--- src/rtl/button_events_pkg.sv ---
// button_events_pkg: shared state encoding, default timing constants and helpers
package button_events_pkg;

    typedef enum logic [1:0] {IDLE, PRESSED, LONG} state_e;

    localparam int DefSize            = 3;
    localparam int DefClockPeriod_ns  = 20;
    localparam int DefTick_ns         = 1_000_000;
    localparam int DefLongPress_ticks = 1000;
    localparam int DefRepeat_ticks    = 200;

    function automatic int max_int(input int a, input int b);
        return a > b ? a : b;
    endfunction

endpackage

--- src/rtl/button_events_tick_gen.sv ---
// tick_gen: timebase prescaler, one-cycle Tick every Div clocks
//   Clock : system clock
//   Reset : synchronous active-high reset, clears the prescaler
//   Tick  : one-cycle pulse every Div clocks, constant 1 when Div <= 1
module tick_gen #(
    parameter int Div = 50_000
) (
    input  logic Clock,
    input  logic Reset,
    output logic Tick
);
    if (Div <= 1) begin : g_always
        logic unused_clk_rst;
        assign unused_clk_rst = Clock ^ Reset;
        assign Tick = 1'b1;
    end else begin : g_div
        localparam int W = $clog2(Div);
        localparam logic [W-1:0] Last = W'(Div - 1);
        logic [W-1:0] cnt_q;
        always_ff @(posedge Clock) begin
            if (Reset) cnt_q <= '0;
            else       cnt_q <= (cnt_q == Last) ? '0 : cnt_q + W'(1);
        end
        assign Tick = (cnt_q == Last);
    end
endmodule

--- src/rtl/button_events.sv ---
// button_events: per-channel press / release / long-press event generator
//   Clock     : system clock, all logic on its rising edge
//   Reset     : synchronous active-high reset
//   I         : debounced button levels, active-low (0 = pressed)
//   Press     : one-cycle pulse per press (and per auto-repeat)
//   Release   : one-cycle pulse when a pressed button is released
//   LongPress : one-cycle pulse when the hold reaches LongPress_ticks
//   Held      : high while the channel is PRESSED or LONG
// Define BUTTON_EVENTS_AUTOREPEAT_EN to pulse Press every Repeat_ticks while LONG.
module button_events
    import button_events_pkg::*;
#(
    parameter int Size            = DefSize,
    parameter int ClockPeriod_ns  = DefClockPeriod_ns,
    parameter int Tick_ns         = DefTick_ns,
    parameter int LongPress_ticks = DefLongPress_ticks,
    parameter int Repeat_ticks    = DefRepeat_ticks
) (
    input  logic            Clock,
    input  logic            Reset,
    input  logic [Size-1:0] I,
    output logic [Size-1:0] Press,
    output logic [Size-1:0] Release,
    output logic [Size-1:0] LongPress,
    output logic [Size-1:0] Held
);
    localparam int CntW = $clog2(max_int(LongPress_ticks, Repeat_ticks) + 1);
    localparam logic [CntW-1:0] LongCnt = CntW'(LongPress_ticks);
`ifdef BUTTON_EVENTS_AUTOREPEAT_EN
    localparam logic [CntW-1:0] RepCnt = CntW'(Repeat_ticks);
`endif

    logic            tick;
    logic [Size-1:0] prev_q;

    tick_gen #(.Div(Tick_ns / ClockPeriod_ns)) u_tick (
        .Clock (Clock),
        .Reset (Reset),
        .Tick  (tick)
    );

    // Prev resets to released so a button held through reset yields a press.
    always_ff @(posedge Clock) begin
        if (Reset) prev_q <= '1;
        else       prev_q <= I;
    end

    for (genvar c = 0; c < Size; c++) begin : g_ch
        state_e          state_q, state_d;
        logic [CntW-1:0] cnt_q, cnt_d, cnt_inc;
        logic            press_q, press_d, rel_q, rel_d, long_q, long_d, held_q;
        logic            fall, rise;
        assign fall    = prev_q[c] & ~I[c];
        assign rise    = ~prev_q[c] & I[c];
        assign cnt_inc = cnt_q + CntW'(1);
        // Release is checked before the tick so it wins over a coinciding threshold.
        always_comb begin
            state_d = state_q;
            cnt_d   = cnt_q;
            press_d = 1'b0;
            rel_d   = 1'b0;
            long_d  = 1'b0;
            case (state_q)
                IDLE: if (fall) begin
                    state_d = PRESSED;
                    press_d = 1'b1;
                    cnt_d   = '0;
                end
                PRESSED: if (rise) begin
                    state_d = IDLE;
                    rel_d   = 1'b1;
                    cnt_d   = '0;
                end else if (tick) begin
                    state_d = (cnt_inc == LongCnt) ? LONG : PRESSED;
                    long_d  = (cnt_inc == LongCnt);
                    cnt_d   = (cnt_inc == LongCnt) ? '0 : cnt_inc;
                end
                LONG: if (rise) begin
                    state_d = IDLE;
                    rel_d   = 1'b1;
                    cnt_d   = '0;
`ifdef BUTTON_EVENTS_AUTOREPEAT_EN
                end else if (tick) begin
                    press_d = (cnt_inc == RepCnt);
                    cnt_d   = (cnt_inc == RepCnt) ? '0 : cnt_inc;
`endif
                end
                default: state_d = IDLE;
            endcase
        end
        always_ff @(posedge Clock) begin
            if (Reset) begin
                state_q <= IDLE;
                cnt_q   <= '0;
                press_q <= 1'b0;
                rel_q   <= 1'b0;
                long_q  <= 1'b0;
                held_q  <= 1'b0;
            end else begin
                state_q <= state_d;
                cnt_q   <= cnt_d;
                press_q <= press_d;
                rel_q   <= rel_d;
                long_q  <= long_d;
                held_q  <= (state_d != IDLE);
            end
        end
        assign Press[c]     = press_q;
        assign Release[c]   = rel_q;
        assign LongPress[c] = long_q;
        assign Held[c]      = held_q;
    end
endmodule

--- config.mk ---
export PLATFORM = sky130hd
export DESIGN_NAME = button_events
export DESIGN_NICKNAME = d
export VERILOG_FILES = /design/src/rtl/button_events_pkg.sv /design/src/rtl/button_events_tick_gen.sv /design/src/rtl/button_events.sv
export SDC_FILE = /design/constraint.sdc
export NUM_CORES = 1
export LEC_CHECK = 0
export CAP_MARGIN = 10
export CORE_MARGIN = 1.5
export CORE_UTILIZATION = 63
export CTS_BUF_LIST = sky130_fd_sc_hd__clkbuf_2 sky130_fd_sc_hd__clkbuf_4 sky130_fd_sc_hd__clkbuf_8
export DETAILED_ROUTE_END_ITERATION = 10
export GPL_TIMING_DRIVEN = 0
export PLACE_DENSITY = 0.91
export SYNTH_ARGS = -nofsm -noshare
export SYNTH_HDL_FRONTEND = slang
export SYNTH_HIERARCHICAL = 1
export SYNTH_SLANG_ARGS = --single-unit
--- constraint.sdc ---
create_clock -name Clock -period 3.6 [get_ports Clock]
set_input_delay 0.36 -clock Clock [delete_from_list [all_inputs] [get_ports Clock]]
set_output_delay 0.36 -clock Clock [all_outputs]
set_load 0.05 [all_outputs]
==> run metrics <==
sequential area share after synthesis 35.4%; Required @ worst endpoint 3850 ps; Setup WS post-layout 423 ps; Clk network pwr share 39.8%; Final Wtd Congestion 0.900; clock root cell clkbuf_8; Leak 1.53 nW; DP HPWL 5710 um; die area 6480 um^2; share of cells above drive strength 1 10.3%; Port Buffer Count 16; routed via count 3512; 1st-iter DRT viols 251; global-route wire length before repair 14100 um; Worst path max stage delay 570 ps; remaining antenna violation count 0; CP top delay family compound AO/OA/AOI/OAI gates; # DRC 0; Core ar. 5850 um^2; min cycle time layout 3180 ps; pre-CTS setup slack 395 ps; width of the die 80.5 um; Sequential Power Share 48.9%; GRT overflow 0; Power Density 372 nW/um^2; hold_buf cts 0; M2 GR Usage 46.1%; Buf/Inv on CP 1; Sw Ratio 26.0%; Post-synth EDFFs 0; worst skew pair latency 350 ps; initial antenna violation count 0; nets@finish 504; Vias per Instance 6.25; CTS Buf Count 9; Post-Route WL 8430 um; Worst Skew 9.09 ps; Worst setup EP type flop; worst-path cell chain ha_1, nand3_1, nor4_2, inv_1, a221oi_1, nor2_1, o21a_1, a22o_1, a31o_2; postcts setup bufs 0; status completed; cell row count 28; M3 GR Usage 6.70%; vias in the first global route 3252; Comb power frac 11.3%; syn nets 477; hold crit path type reg2reg; Slew @ Worst Pin 624 ps; clock sinks 67; Tot GR Track Use 27.6%; CP max FO 8; initial core utilization 64.7%; unrepaired setup endpoints after global routing no; PostCTS Resize Cnt 0; critical path launch point type flop; synthesized area per cell 8.32 um^2; routed length per instance 15.0 um; FILL cells 417; post-synthesis cell type count 68; Final TNS setup 0 ps; final setup violating endpoints 0; most frequent cells in the layout dfxtp_1, nor2_1, nand2_1; diode count 0; Fmax 315 MHz; net load switching power 0.410 mW; clk buf depth 2; slew margin rel. 58.2%; prevailing post-synth register cell dfxtp_1; Area growth syn-to-layout 12.2%; H-tree depth 3; final slew viol count 0; Ys Warns 6; Final period util 88.3%; DIE HEIGHT 80.5 um; Synth Register Bits 67; VDD IR-drop max 270 uV; Max-cap violations 0; largest net degree at the start of global routing 12; internal power 1.17 mW; # IOs 17; CTS tree done; Mapped Area 3780 um^2; post-synthesis async set-or-reset flop share 0%; critical path's slowest cell nor4_2; First-pass DRT Iterations 5; Most Used Layer, Global Route met2; Cells after Synth 455; most common cell after layout, fill and taps aside dfxtp_1; arrival time worst endpoint 3420 ps; Setup CP Type reg2reg; register clock-pin slew on the reported worst setup and hold paths 70 ps; final hold vios 0; Layout Utilization 72.6%; met1 usage 32.7%
## through the flow
| step | hold WS (ps) | std cells | power (mW) | instance area, um^2 |
|---|---|---|---|---|
| floorplan | 429 | 455 | 0.914 | 3780 |
| global placement | 440 | 546 | 0.955 | 4040 |
| detailed placement | 456 | 546 | 0.961 | 4040 |
| CTS | 473 | 562 | 1.58 | 4240 |
| global route | 496 | 562 | 1.63 | 4250 |
| finish | 473 | 562 | 1.58 | 4250 |
## cell families (layout without fill, tap and decap cells)
logic type               Yosys count  in the layout  share of synthesized area (%)
adder cells (fa/ha/maj)           18             18                           5.89
AO/OA/AOI/OAI                     82             82                           16.0
XOR/XNOR                          21             21                           4.86
AND/OR/NAND/NOR                  216            216                           30.3
buffers and inverters             50             82                           7.31
multiplexers                       1              1                          0.265
flip-flops                        67             67                           35.4
## layout make-up
type	count	area [um^2]	share of cell area (%)
multi-input cells	338	2180	51.3
clock inverters	5	52.6	1.24
clock buffers	11	145	3.42
inverters	19	71.3	1.68
repair buffers	16	160	3.77
plain buffers	31	205	4.83
flip-flops and latches	67	1340	31.6
well taps	75	93.8	2.21
## state kept, by name, summed over array words and instances (netlist names)
signal and cells:
g_ch.cnt_q 30, u_tick/g_div.cnt_q 16, g_ch.state_q 6, g_ch.held_q 3, g_ch.long_q 3, g_ch.press_q 3, g_ch.rel_q 3, prev_q 3
## cells in the mapped netlist (3+ instances only)
master	number	share of area [%]
inv_1	19	1.9
nor4_1	10	1.7
or2_2	5	0.83
and3_1	6	0.99
ha_1	17	5.6
nand4_1	12	2.0
and4_1	3	0.69
a21o_1	6	1.2
clkbuf_1	11	1.1
o311ai_1	3	0.69
buf_4	13	2.6
o211ai_1	3	0.60
and2_1	7	1.2
nor3_1	22	2.9
nor2_1	50	5.0
nor4b_1	3	0.69
nor3b_1	4	0.79
nand2_1	42	4.2
buf_6	3	0.89
a22oi_1	3	0.60
nand2b_1	7	1.2
a21oi_1	15	2.0
dfxtp_1	67	35
xnor2_1	19	4.4
o22ai_1	4	0.66
a221o_1	6	1.6
nand3_1	25	3.3
a22o_1	3	0.69
o21ai_0	11	1.5
## per-layer routing
metal  share of wire [%]  wire length [um]
met5                   0                 0
met2                  49              4160
met3                 5.8               487
met4                 2.1               178
met1                  43              3600
## worst register-to-register path: cells and delay by family (launching register included)
kind,cells,cell delay [ps]
flops,1,380
buf+inv,1,220
compound gates,4,1250
fa+ha+maj,1,200
simple gates,3,1040
## power by group through the flow
stage          sequential, mW  clock, mW  combinational (mW)
2_1_floorplan           0.785          0               0.129
3_3_place_gp            0.787          0               0.167
3_5_place_dp            0.789          0               0.173
4_1_cts                 0.772      0.633               0.174
5_1_grt                 0.774      0.660               0.194
6_report                0.773      0.628               0.179
## path summary, 6_finish.rpt
| path | startpoint | end | slack, ps | depth (start not counted) |
|---|---|---|---|---|
| hold / removal | u_tick/g_div.cnt_q[0] | u_tick/g_div.cnt_q[0] | 470 | 1 |
| hold reg to reg | u_tick/g_div.cnt_q[0] | u_tick/g_div.cnt_q[0] | 470 | 1 |
| setup / recovery | u_tick/g_div.cnt_q[0] | g_ch[0].cnt_q[2] | 420 | 9 |
| setup reg to reg | u_tick/g_div.cnt_q[0] | g_ch[0].cnt_q[2] | 420 | 9 |
(Power assumes the default switching activity.)
